**src/rtl/alu_seq_unit.sv**
```systemverilog
`default_nettype none
// +----------------------------------------------------------------------------+
// | Module      : alu_seq_unit                                                 |
// | Description : Multi-cycle ALU. Decodes alu_op/funct into alu_ctl,          |
// |               executes single-cycle ops (add/sub/and/or/slt/mfhi/mflo)     |
// |               and iterative unsigned multiply/divide into HI/LO, and       |
// |               returns a registered result over a valid/ready handshake.    |
// | Ports       : clk, rst (async, active-high)                                |
// |               in_valid/in_ready, alu_op[1:0], funct[5:0], a, b  (request)  |
// |               out_valid/out_ready, result, zero, alu_ctl[3:0], illegal     |
// | Config      : ALU_DIV_EN - when defined, divu (funct 011011) is decoded    |
// |               and executed; otherwise it is reported as illegal.           |
// | Revision    : 1.0 - initial release                                        |
// +----------------------------------------------------------------------------+
module alu_seq_unit #(
    parameter int WIDTH = 32
) (
    input  logic             clk,
    input  logic             rst,
    input  logic             in_valid,
    output logic             in_ready,
    input  logic [1:0]       alu_op,
    input  logic [5:0]       funct,
    input  logic [WIDTH-1:0] a,
    input  logic [WIDTH-1:0] b,
    output logic             out_valid,
    input  logic             out_ready,
    output logic [WIDTH-1:0] result,
    output logic             zero,
    output logic [3:0]       alu_ctl,
    output logic             illegal
);

    localparam int CNT_W = $clog2(WIDTH);

    localparam logic [1:0] ST_IDLE = 2'd0;
    localparam logic [1:0] ST_MUL  = 2'd1;
    localparam logic [1:0] ST_DIV  = 2'd2;
    localparam logic [1:0] ST_DONE = 2'd3;

    localparam logic [3:0] CTL_AND   = 4'b0000;
    localparam logic [3:0] CTL_OR    = 4'b0001;
    localparam logic [3:0] CTL_ADD   = 4'b0010;
    localparam logic [3:0] CTL_SUB   = 4'b0110;
    localparam logic [3:0] CTL_SLT   = 4'b0111;
    localparam logic [3:0] CTL_MULTU = 4'b1000;
    localparam logic [3:0] CTL_DIVU  = 4'b1001;
    localparam logic [3:0] CTL_MFHI  = 4'b1010;
    localparam logic [3:0] CTL_MFLO  = 4'b1011;
    localparam logic [3:0] CTL_ILL   = 4'b1111;

    logic [1:0]       state_q,   state_d;
    logic [WIDTH-1:0] result_q,  result_d;
    logic             zero_q,    zero_d;
    logic [3:0]       alu_ctl_q, alu_ctl_d;
    logic             illegal_q, illegal_d;
    logic [WIDTH-1:0] hi_q,      hi_d;
    logic [WIDTH-1:0] lo_q,      lo_d;
    // Iteration working set: wk_hi = partial product / remainder,
    // wk_lo = multiplier / dividend-shifting-into-quotient,
    // opnd = multiplicand / divisor.
    logic [WIDTH-1:0] wk_hi_q,   wk_hi_d;
    logic [WIDTH-1:0] wk_lo_q,   wk_lo_d;
    logic [WIDTH-1:0] opnd_q,    opnd_d;
    logic [CNT_W-1:0] count_q,   count_d;

    logic [3:0]       w_ctl;
    logic             w_illegal;
    logic [WIDTH-1:0] w_alu_res;
    logic [WIDTH:0]   w_mul_sum;
    logic [WIDTH-1:0] w_mul_hi, w_mul_lo;
    logic [WIDTH-1:0] w_div_hi, w_div_lo;
    logic             w_last;

    // ---------------------------------------------------------------- decode
    always_comb begin
        w_ctl     = CTL_ILL;
        w_illegal = 1'b1;
        case (alu_op)
            2'b00: begin w_ctl = CTL_ADD; w_illegal = 1'b0; end
            2'b01: begin w_ctl = CTL_SUB; w_illegal = 1'b0; end
            2'b11: begin w_ctl = CTL_OR;  w_illegal = 1'b0; end
            default: begin
                case (funct)
                    6'b100000: begin w_ctl = CTL_ADD;   w_illegal = 1'b0; end
                    6'b100010: begin w_ctl = CTL_SUB;   w_illegal = 1'b0; end
                    6'b100100: begin w_ctl = CTL_AND;   w_illegal = 1'b0; end
                    6'b100101: begin w_ctl = CTL_OR;    w_illegal = 1'b0; end
                    6'b101010: begin w_ctl = CTL_SLT;   w_illegal = 1'b0; end
                    6'b011001: begin w_ctl = CTL_MULTU; w_illegal = 1'b0; end
`ifdef ALU_DIV_EN
                    6'b011011: begin w_ctl = CTL_DIVU;  w_illegal = 1'b0; end
`endif
                    6'b010000: begin w_ctl = CTL_MFHI;  w_illegal = 1'b0; end
                    6'b010010: begin w_ctl = CTL_MFLO;  w_illegal = 1'b0; end
                    default:   begin w_ctl = CTL_ILL;   w_illegal = 1'b1; end
                endcase
            end
        endcase
    end

    // ----------------------------------------------------- single-cycle ops
    always_comb begin
        w_alu_res = '0;
        case (w_ctl)
            CTL_ADD:  w_alu_res = a + b;
            CTL_SUB:  w_alu_res = a - b;
            CTL_AND:  w_alu_res = a & b;
            CTL_OR:   w_alu_res = a | b;
            CTL_SLT:  w_alu_res = {{(WIDTH-1){1'b0}}, ($signed(a) < $signed(b))};
            CTL_MFHI: w_alu_res = hi_q;
            CTL_MFLO: w_alu_res = lo_q;
            default:  w_alu_res = '0;
        endcase
    end

    // ------------------------------------------- shift-add multiply step
    // Add multiplicand when the current multiplier LSB is set, then shift the
    // {carry, hi, lo} chain right; after WIDTH steps {hi, lo} is the product.
    assign w_mul_sum = {1'b0, wk_hi_q} + (wk_lo_q[0] ? {1'b0, opnd_q} : '0);
    assign w_mul_hi  = w_mul_sum[WIDTH:1];
    assign w_mul_lo  = {w_mul_sum[0], wk_lo_q[WIDTH-1:1]};

    // ------------------------------------------- restoring divide step
`ifdef ALU_DIV_EN
    logic [WIDTH:0]   w_div_shift;
    logic             w_div_ge;
    logic [WIDTH-1:0] w_div_diff;

    // A zero divisor always compares "greater or equal", so every quotient
    // bit becomes 1 and the remainder ends as the dividend: LO=~0, HI=a.
    assign w_div_shift = {wk_hi_q, wk_lo_q[WIDTH-1]};
    assign w_div_ge    = (w_div_shift >= {1'b0, opnd_q});
    // Difference is < divisor whenever it is used, so WIDTH bits suffice.
    assign w_div_diff  = w_div_shift[WIDTH-1:0] - opnd_q;
    assign w_div_hi    = w_div_ge ? w_div_diff : w_div_shift[WIDTH-1:0];
    assign w_div_lo    = {wk_lo_q[WIDTH-2:0], w_div_ge};
`else
    assign w_div_hi = wk_hi_q;
    assign w_div_lo = wk_lo_q;
`endif

    assign w_last = (count_q == CNT_W'(WIDTH - 1));

    // ------------------------------------------------------------------ FSM
    always_comb begin
        state_d   = state_q;
        result_d  = result_q;
        zero_d    = zero_q;
        alu_ctl_d = alu_ctl_q;
        illegal_d = illegal_q;
        hi_d      = hi_q;
        lo_d      = lo_q;
        wk_hi_d   = wk_hi_q;
        wk_lo_d   = wk_lo_q;
        opnd_d    = opnd_q;
        count_d   = count_q;
        case (state_q)
            ST_IDLE: begin
                if (in_valid) begin
                    count_d = '0;
                    wk_hi_d = '0;
                    if (w_ctl == CTL_MULTU) begin
                        state_d = ST_MUL;
                        wk_lo_d = b;
                        opnd_d  = a;
                    end else if (w_ctl == CTL_DIVU) begin
                        state_d = ST_DIV;
                        wk_lo_d = a;
                        opnd_d  = b;
                    end else begin
                        state_d   = ST_DONE;
                        result_d  = w_alu_res;
                        zero_d    = (w_alu_res == '0);
                        alu_ctl_d = w_ctl;
                        illegal_d = w_illegal;
                    end
                end
            end
            ST_MUL: begin
                wk_hi_d = w_mul_hi;
                wk_lo_d = w_mul_lo;
                count_d = count_q + CNT_W'(1);
                if (w_last) begin
                    state_d   = ST_DONE;
                    hi_d      = w_mul_hi;
                    lo_d      = w_mul_lo;
                    result_d  = w_mul_lo;
                    zero_d    = (w_mul_lo == '0);
                    alu_ctl_d = CTL_MULTU;
                    illegal_d = 1'b0;
                end
            end
            ST_DIV: begin
                wk_hi_d = w_div_hi;
                wk_lo_d = w_div_lo;
                count_d = count_q + CNT_W'(1);
                if (w_last) begin
                    state_d   = ST_DONE;
                    hi_d      = w_div_hi;
                    lo_d      = w_div_lo;
                    result_d  = w_div_lo;
                    zero_d    = (w_div_lo == '0);
                    alu_ctl_d = CTL_DIVU;
                    illegal_d = 1'b0;
                end
            end
            default: begin
                if (out_ready) begin
                    state_d = ST_IDLE;
                end
            end
        endcase
    end

    always_ff @(posedge clk or posedge rst) begin
        if (rst) begin
            state_q   <= ST_IDLE;
            result_q  <= '0;
            zero_q    <= 1'b1;
            alu_ctl_q <= CTL_AND;
            illegal_q <= 1'b0;
            hi_q      <= '0;
            lo_q      <= '0;
            wk_hi_q   <= '0;
            wk_lo_q   <= '0;
            opnd_q    <= '0;
            count_q   <= '0;
        end else begin
            state_q   <= state_d;
            result_q  <= result_d;
            zero_q    <= zero_d;
            alu_ctl_q <= alu_ctl_d;
            illegal_q <= illegal_d;
            hi_q      <= hi_d;
            lo_q      <= lo_d;
            wk_hi_q   <= wk_hi_d;
            wk_lo_q   <= wk_lo_d;
            opnd_q    <= opnd_d;
            count_q   <= count_d;
        end
    end

    assign in_ready  = (state_q == ST_IDLE);
    assign out_valid = (state_q == ST_DONE);
    assign result    = result_q;
    assign zero      = zero_q;
    assign alu_ctl   = alu_ctl_q;
    assign illegal   = illegal_q;

endmodule
`default_nettype wire

```
**config.mk**
```make
export PLATFORM = sky130hd
export DESIGN_NAME = alu_seq_unit
export DESIGN_NICKNAME = d
export VERILOG_FILES = /design/src/rtl/alu_seq_unit.sv
export SDC_FILE = /design/constraint.sdc
export NUM_CORES = 1
export LEC_CHECK = 0
export CAP_MARGIN = 5
export CORE_MARGIN = 2
export CORE_UTILIZATION = 30
export DETAILED_ROUTE_END_ITERATION = 6
export PLACE_DENSITY = 0.51
export SKIP_CTS_REPAIR_TIMING = 1
export SYNTH_ARGS = -nofsm -noshare
export SYNTH_HDL_FRONTEND = slang
export SYNTH_SLANG_ARGS = --single-unit
```
**constraint.sdc**
```tcl
create_clock -name clk -period 9 [get_ports clk]
set_clock_uncertainty 0.05 [all_clocks]
set_input_delay 0.9 -clock clk [delete_from_list [all_inputs] [get_ports clk]]
set_output_delay 0.9 -clock clk [all_outputs]
set_load 0.02 [all_outputs]
```
* Yosys cells after proc, flatten, opt, wreduce, memory -nomap -nowiden *
Cells that the tools add are included.

word-level totals
  latch bits = 0
  logic and storage cells = 119
  bits in registers = 205
  bits of input ports = 76
  memories kept = 0
  RAM bits = 0
  memory bits (read-only) = 0
  output and inout port bits = 40

operators by class
  div/mod/pow operators = 0
  bitwise gates (word level) = 2
  multipliers = 0
  muxes and demuxes = 49
  shifts and indexed selects = 0
  equal/unequal tests = 29
  add/sub/neg operators = 4
  reductions and logical operators = 23
  $lt $le $gt $ge = 1

operators with widths
  operator            count
  $mux 32             14
  $pmux 32 s2         4
  $pmux 32 s7         1
  $logic_not 32->1    3
  $pmux 32 s3         1
  $add 32x32->33      1
  $add 32x32->32      1
  $and 32x32->32      1
  $lt 32x32->1        1
  $or 32x32->32       1
  $pmux 4 s8          1
  $sub 32x32->32      1
  $eq 6x6->1 const B  5
  $pmux 4 s3          2
  $mux 4              5
  $eq 6x5->1 const B  3
  $eq 4x4->1 const B  4
  $mux 1              12
  $reduce_and 3->1    4
  $ne 2x2->1 const B  5
  $pmux 5 s2          1
  $eq 4x3->1 const B  2
  $mux 2              4
  $reduce_bool 2->1   4
  21 further kinds    27

* Logic depth before layout (Yosys ltp) *
Gate-level depths: netlist of run 1.

  depth after elaboration = 10
  mapped depth = 17
  gate-level depth less buffers = 15

* Least setup slack after synthesis of run 1 *
OpenSTA, ideal clock, no wires.

  path type = in2reg
  start = input port a[0]
  end = register zero_q, in the netlist zero
  data arrival time = 4.595 ns
  setup slack = 4.269 ns
  setup time = 0.086 ns
  stages = 15
  data required time = 8.864 ns
  path buffers = 0
  path through = inv_1 -> ha_1 -> fa_1 -> o21bai_1 -> o211ai_1 -> a31oi_1 -> a21oi_1 -> o31a_1 -> o31ai_1 -> mux2_2 -> a211oi_1 -> nand3_1 -> nand4b_1 -> or4_1 -> o31ai_2

between the ends
  cells in the longest elaborated chain, start to end = 7
  elaborated cells on any way between the ends = 11
  those cells by class = add/sub: 2; order compare: 1; mux: 5; bitwise: 2; reduce/logical: 1

ends and longest elaborated chain
  element                                 line  source
  from (decl)                             24    input logic [WIDTH-1:0] a,
  $sub 32x32->32 (tied with other cells)  107   CTL_SUB: w_alu_res = a - b;
  $pmux 32 s7 *                           105   case (w_ctl)
  $logic_not 32->1 *                      174   zero_d = (w_alu_res == '0);
  $mux 1 *                                167   end else if (w_ctl == CTL_DIVU) begin
  $mux 1 *                                163   if (w_ctl == CTL_MULTU) begin
  $mux 1 *                                160   if (in_valid) begin
  $pmux 1 s3 *                            158   case (state_q)
  to (signal assigned)                    232   zero_q <= zero_d;
  to (decl)                               54    logic zero_q, zero_d;

Every way passes the cells marked *; elsewhere a longest branch is shown, timed or not. The select of a mux whose other input is x is not followed.
A chain may end at the register's enable or synchronous reset.

* Final worst setup path of run 1 *
Same ends and word-level chain as after synthesis.

==> results.toml, run 1 <==
[run_status]
run_status = "finished, final reports clean"

[clocking]
cts-buffers-inserted = 26
clock-root-buffer = "clkbuf_16"
clock_latency_of_the_later_clocked_register_in_the_worst_skew_pair_ns = 0.57
clock_tree_from_tritoncts = "done"
clkSlewWorstSetupHoldPaths_ns = 0.06
cts_max_level = 1
cts_sinks = 205
cts-root-to-sink-buffers = 3

[timing]
report.final.hold_viol_count = 0
fmax_ghz = 0.174
finalSetupTns_ns = 0
worst-slew-pin-transition_ns = 1.26
rsz0062_at_grt = "no"
slew_viol_final = 0
max_slew_margin_pct = 15.4
final_period_minus_worst_setup_slack_ns = 5.75
post-route-worst-setup-slack_ns = 3.25
setup-violations-final = 0
period_share_pct = 63.9

[synth]
netlist_area_sq_um = 16800
synth_top_flop_cell = "dfrtp_1"
seq_area_frac_synth_pct = 30.5
postSynthCellCount = 2137
synth-async-reset-ratio_pct = 100
synthDistinctLibCells = 88
number_of_enable_type_register_cells_in_the_synthesized_netlist = 0
synth_warnings = 0
ys_seq_elements = 205
synth_nets = 2359
synthesized_area_divided_by_synthesized_cell_count_sq_um = 7.88

[power_and_ir_drop]
clock_power_share_pct = 25.9
swShare_pct = 44.4
total_switching_power_mw = 1.93
power.density_nw_per_um2 = 222
power.ir.vdd_worst_v = 0.000136
combPwrFrac_pct = 45.3
intPower_mw = 2.41
sequentialPowerShare_pct = 28.8
power_leakage_nw = 8.81

[route]
vias_per_cell = 5.63
wire_per_inst_um = 23.6
via_count = 16500
drcViolationCount = 0
drt_first_iter_violations = 1274
route.antenna.remaining_nets = 0
first_pass_iteration_count_of_the_detailed_router = 6
detail_route.wirelength_um = 69300

[setup_path]
crit_arrival_ns = 6.19
worst_ep_required_time_ns = 9.43
cp-start-kind = "input port"
r2r_start = "w_div_lo[0]$_DFFE_PP0P_"
path_max_fanout = 5
worstSetupStartpoint = "a[0]"
setup.worst_path.class = "input port to flip-flop"
endpoint_class_of_the_critical_path = "flip-flop"

[flow_run]
max-cap-violations = 0

[min_path]
worst_min_delay_path_category = "flip-flop to flip-flop"
worstHoldStart = "opnd_q[23]$_DFFE_PP0P_"

[finish]
area_delta_synth_final_pct = 16.0
final_net_count = 2389
post_route_cells_drive_above_1_share_pct = 4.99

[die]
chipHeight_um = 241
die_x_um = 241
die-area_sq_um = 58100
effective_utilization_at_floorplan_pct = 30.5
core_area_sq_um = 55300
std_cell_rows = 86
ios = 116

[place]
port-buffer-count = 115
detailedPlace.worstSlack_ns = 2.83
place.detailed.hpwl_um = 51000
gp_congestion = 0.970

[grt]
grt_antenna_before_repair = 0
largest_net_degree_at_the_start_of_global_routing = 87
globalRouteTotalUtil_pct = 23.5
grt_pass1_vias = 16100
total_grt_overflow = 0
grt_first_pass_wirelength_um = 102000
power by group through the flow:
stage / sequential [mW] / combinational [mW] / clock [mW]
final: 1.25 / 1.97 / 1.12
after global routing: 1.27 / 2.15 / 1.18
after CTS: 1.25 / 1.97 / 1.15
after detailed placement: 1.26 / 1.97 / 0
after global placement: 1.26 / 1.95 / 0
after floorplan: 1.31 / 1.13 / 0
layer usage:
metal | GRT usage, % | vias to the layer above | wire [um]
li1 | - | 7729 | -
met1 | 30.4 | 8098 | 29400
met2 | 39.3 | 573 | 32500
met3 | 3.12 | 128 | 3950
met4 | 9.97 | 0 | 3460
met5 | 0 | - | 0
path summary, 6_finish.rpt:
path	cells past startpoint	end	slack, ns
worst max-delay path	16	zero$_DFFE_PP1P_	3.25
worst min register to register	2	opnd_q[23]$_DFFE_PP0P_	0.42
min in group asynchronous	2	hi_q[6]$_DFFE_PP0P_	0.73
worst min-delay path	2	opnd_q[23]$_DFFE_PP0P_	0.42
worst max register to register	16	hi_q[29]$_DFFE_PP0P_	4.33
max in group asynchronous	3	opnd_q[27]$_DFFE_PP0P_	6.74
area by class of cell:
class | instances | area [sq um]
Fill cell | 5935 | 35800
Inverter | 111 | 424
Tap cell | 748 | 936
Sequential cell | 205 | 5130
Antenna cell | 1 | 2.50
Timing Repair Buffer | 142 | 1350
Clock inverter | 9 | 149
Clock buffer | 37 | 743
Multi-Input combinational cell | 1681 | 10800
critical path, cell delays in order:
cell	delay, ns
clkdlybuf4s50_1	0.51
inv_1	0.09
ha_1	0.30
fa_1	0.45
o21bai_1	0.22
o211ai_1	0.16
a31oi_1	0.48
a21oi_1	0.24
o31a_1	0.41
o31ai_1	0.75
mux2_2	0.41
a211oi_1	0.18
nand3_1	0.14
nand4b_1	0.21
or4_1	0.53
o31ai_2	0.22
cell usage in the layout (no fill, tap or decap), types with 27 or more instances in the layout:
| master | netlist | final |
|---|---|---|
| dfrtp_1 | 204 | 204 |
| xnor2_1 | 28 | 28 |
| clkbuf_16 | 0 | 27 |
| and2_1 | 37 | 36 |
| nor3_1 | 33 | 32 |
| mux2i_1 | 55 | 55 |
| a21o_1 | 33 | 32 |
| a21oi_1 | 122 | 120 |
| a22o_1 | 38 | 38 |
| a31oi_1 | 56 | 56 |
| o21ai_0 | 159 | 159 |
| o31ai_1 | 51 | 51 |
| ha_1 | 143 | 140 |
| nand3_1 | 52 | 51 |
| nor2_1 | 150 | 149 |
| clkdlybuf4s50_1 | 0 | 115 |
| nand2_1 | 375 | 374 |
| inv_1 | 111 | 109 |
| buf_4 | 0 | 27 |
sequential cells by signal (all words and copies together) (netlist names), 4 cells and up:
| register | cells |
|---|---|
| hi_q | 32 |
| lo_q | 32 |
| opnd_q | 32 |
| result | 32 |
| w_div_hi | 32 |
| w_div_lo | 32 |
| count_q | 5 |
| alu_ctl | 4 |
synthesized netlist by cell type (7+ instances only):
library cell | n | share of area [%]
a2111oi_0 | 8 | 0.42
a211oi_1 | 21 | 0.94
a21o_1 | 33 | 1.5
a21oi_1 | 122 | 3.6
a221o_1 | 12 | 0.71
a221oi_1 | 13 | 0.68
a22o_1 | 38 | 2.0
a22oi_1 | 9 | 0.40
a311oi_1 | 7 | 0.36
a31oi_1 | 56 | 2.1
a32o_1 | 7 | 0.42
and2_1 | 37 | 1.4
and3_1 | 20 | 0.74
buf_1 | 15 | 0.33
clkbuf_1 | 118 | 2.6
dfrtp_1 | 204 | 30
ha_1 | 143 | 11
inv_1 | 111 | 2.5
mux2i_1 | 55 | 3.3
nand2_1 | 375 | 8.4
nand2b_1 | 21 | 0.78
nand3_1 | 52 | 1.5
nand4_1 | 10 | 0.37
nor2_1 | 150 | 3.3
nor2b_1 | 17 | 0.63
nor3_1 | 33 | 0.98
nor4_1 | 21 | 0.78
o211ai_1 | 17 | 0.76
o21a_1 | 17 | 0.76
o21ai_0 | 159 | 4.7
o21bai_1 | 14 | 0.62
o22ai_1 | 7 | 0.26
o31ai_1 | 51 | 2.3
xnor2_1 | 28 | 1.5
xor2_1 | 9 | 0.47
cells by family (layout without fill, tap and decap cells):
| kind of cell | count (synthesis) | in the layout | synth area share (%) |
|---|---|---|---|
| other cells | 0 | 1 | 0 |
| fa+ha+maj | 146 | 146 | 11.0 |
| compound gates | 667 | 667 | 26.6 |
| xor+xnor | 37 | 37 | 1.92 |
| buf+inv | 251 | 299 | 5.76 |
| mux | 59 | 59 | 3.56 |
| simple gates | 772 | 772 | 20.7 |
| flops | 205 | 205 | 30.5 |
through the flow:
stage	utilization, %	hold slack (ns)	total power, mW	instance area (sq um)	std cells
2_1_floorplan	-	0.390	2.43	16800	2137
3_3_place_gp	33.7	0.408	3.21	18600	2887
3_5_place_dp	33.7	0.409	3.23	18600	2887
4_1_cts	35.3	0.422	4.36	19500	2933
5_1_grt	35.3	0.446	4.60	19500	2933
6_report	35.3	0.420	4.34	19500	2934
No activity file was read; power rests on OpenSTA's default activity.
==> inputs of run 2 (changes only) <==
PLACE_DENSITY = 0.53   (was 0.51)
clock period = 5.05 ns   (was 9 ns; I/O delays follow)
==> results.toml, run 2 (synthesized netlist as in run 1, its figures left out) <==
[route]
route.antenna.remaining_nets = 0
vias_per_cell = 5.53
detail_route.wirelength_um = 70400
via_count = 17100
drcViolationCount = 0
first_pass_iteration_count_of_the_detailed_router = 5
wire_per_inst_um = 22.8
drt_first_iter_violations = 1342

[finish]
nFillCells = 5814
commonest_non_fill_non_tap_cell_in_the_layout = "nand2_1"
antenna_cells_inserted = 0
final_core_util_pct = 37.5
final-seq-area_sq_um = 5130
layout_common_cells = "nand2_1, dfrtp_1, buf_4"
final_net_count = 2544
multi_input_comb_area_sq_um = 10800
area_delta_synth_final_pct = 23.0
post_route_cells_drive_above_1_share_pct = 11.4

[die]
std_cell_rows = 86
effective_utilization_at_floorplan_pct = 30.5
ios = 116
die-area_sq_um = 58100
die_x_um = 241
chipHeight_um = 241
core_area_sq_um = 55300

[timing]
fmax_ghz = 0.207
post-route-worst-setup-slack_ns = 0.225
finalSetupTns_ns = 0
final_period_minus_worst_setup_slack_ns = 4.83
rsz0062_at_grt = "no"
setup-violations-final = 0
worst-slew-pin-transition_ns = 1.34
slew_viol_final = 0
max_slew_margin_pct = 10.3
period_share_pct = 95.5
report.final.hold_viol_count = 0

[clocking]
cts_max_level = 1
cts_sinks = 205
cts-root-to-sink-buffers = 3
clkSlewWorstSetupHoldPaths_ns = 0.06
cts-buffers-inserted = 27
clock_tree_from_tritoncts = "done"
clock-root-buffer = "clkbuf_16"
clock_latency_of_the_later_clocked_register_in_the_worst_skew_pair_ns = 0.56

[grt]
grt_antenna_before_repair = 1
grt_most_used_layer = "met2"
globalRouteTotalUtil_pct = 24.1
total_grt_overflow = 0
grt_first_pass_wirelength_um = 106000
grt_use_met2_pct = 40.2
grt_pass1_vias = 17000
groute.layer.met3.usage_pct = 3.02
largest_net_degree_at_the_start_of_global_routing = 129
global_route.usage.met1_pct = 30.5

[flow_run]
max-cap-violations = 0

[setup_path]
worst_r2r_endpoint = "hi_q[29]$_DFFE_PP0P_"
cp-start-kind = "input port"
worst_ep_required_time_ns = 5.47
worstRegToRegCells = 16
endpoint_class_of_the_critical_path = "flip-flop"
path_max_fanout = 3
crit_arrival_ns = 5.24
regToRegSetupSlack_ns = 0.70
setup.worst_path.class = "input port to flip-flop"
r2r_start = "w_div_lo[0]$_DFFE_PP0P_"

[place]
detailedPlace.worstSlack_ns = -0.433
place.detailed.hpwl_um = 54000
port-buffer-count = 115
gp_congestion = 0.937

[power_and_ir_drop]
power_leakage_nw = 9.56
power.density_nw_per_um2 = 375
design_power_total_mw = 7.78
power.ir.vdd_worst_v = 0.000347

[run_status]
run_status = "finished, final reports clean"

[min_path]
worst_min_delay_path_category = "input port to async pin"
-- run 2: area by class of cell --
class                           count  share of cell area [%]
Tap cell                          748                    4.52
Multi-Input combinational cell   1681                    52.2
Clock buffer                       41                    3.80
Clock inverter                      8                   0.380
Inverter                          111                    2.03
Timing Repair Buffer              296                    12.3
Sequential cell                   205                    24.8
-- run 2: worst max path at each step --
stage / start / to / cells after the start
floorplan: a[0] / zero$_DFFE_PP1P_ / 15
global placement: a[0] / zero$_DFFE_PP1P_ / 17
detailed placement: a[0] / zero$_DFFE_PP1P_ / 19
CTS: a[0] / zero$_DFFE_PP1P_ / 19
global route: a[0] / zero$_DFFE_PP1P_ / 19
finish: a[0] / zero$_DFFE_PP1P_ / 19
-- run 2: metrics by stage --
step	instance area, sq um	std cells	hold WS [ns]
after floorplan	16800	2137	0.390
after global placement	19800	3041	0.407
after detailed placement	19800	3041	0.412
after CTS	20700	3090	0.307
after global routing	20700	3090	0.339
final	20700	3090	0.296
-- run 2: per-layer routing --
layer  up-vias  part of all wire (%)
met4         0                   5.9
met5         -                     0
met2       543                    47
met1      8357                    42
li1       8043                     -
met3       143                   5.0
-- run 2: where the power goes --
group / leakage (nW) / total [mW] / switching, mW / internal, mW
sequential: 2.72 / 2.22 / 0.287 / 1.94
combinational: 6.41 / 3.64 / 2.37 / 1.27
clock: 0.430 / 1.91 / 0.786 / 1.13
-- run 2: worst max-delay path: stages --
cell and delay (ns):
clkdlybuf4s50_1 0.49, inv_1 0.06, ha_1 0.29, fa_1 0.44, o21bai_1 0.21, o211ai_1 0.18, a31oi_1 0.22, buf_4 0.15
a21oi_1 0.09, o31a_1 0.35, o31ai_2 0.45, buf_4 0.20, nor4_1 0.05, nor2_1 0.12, nor4bb_1 0.34, buf_4 0.18
nand4b_1 0.12, or4_1 0.55, o31ai_2 0.23
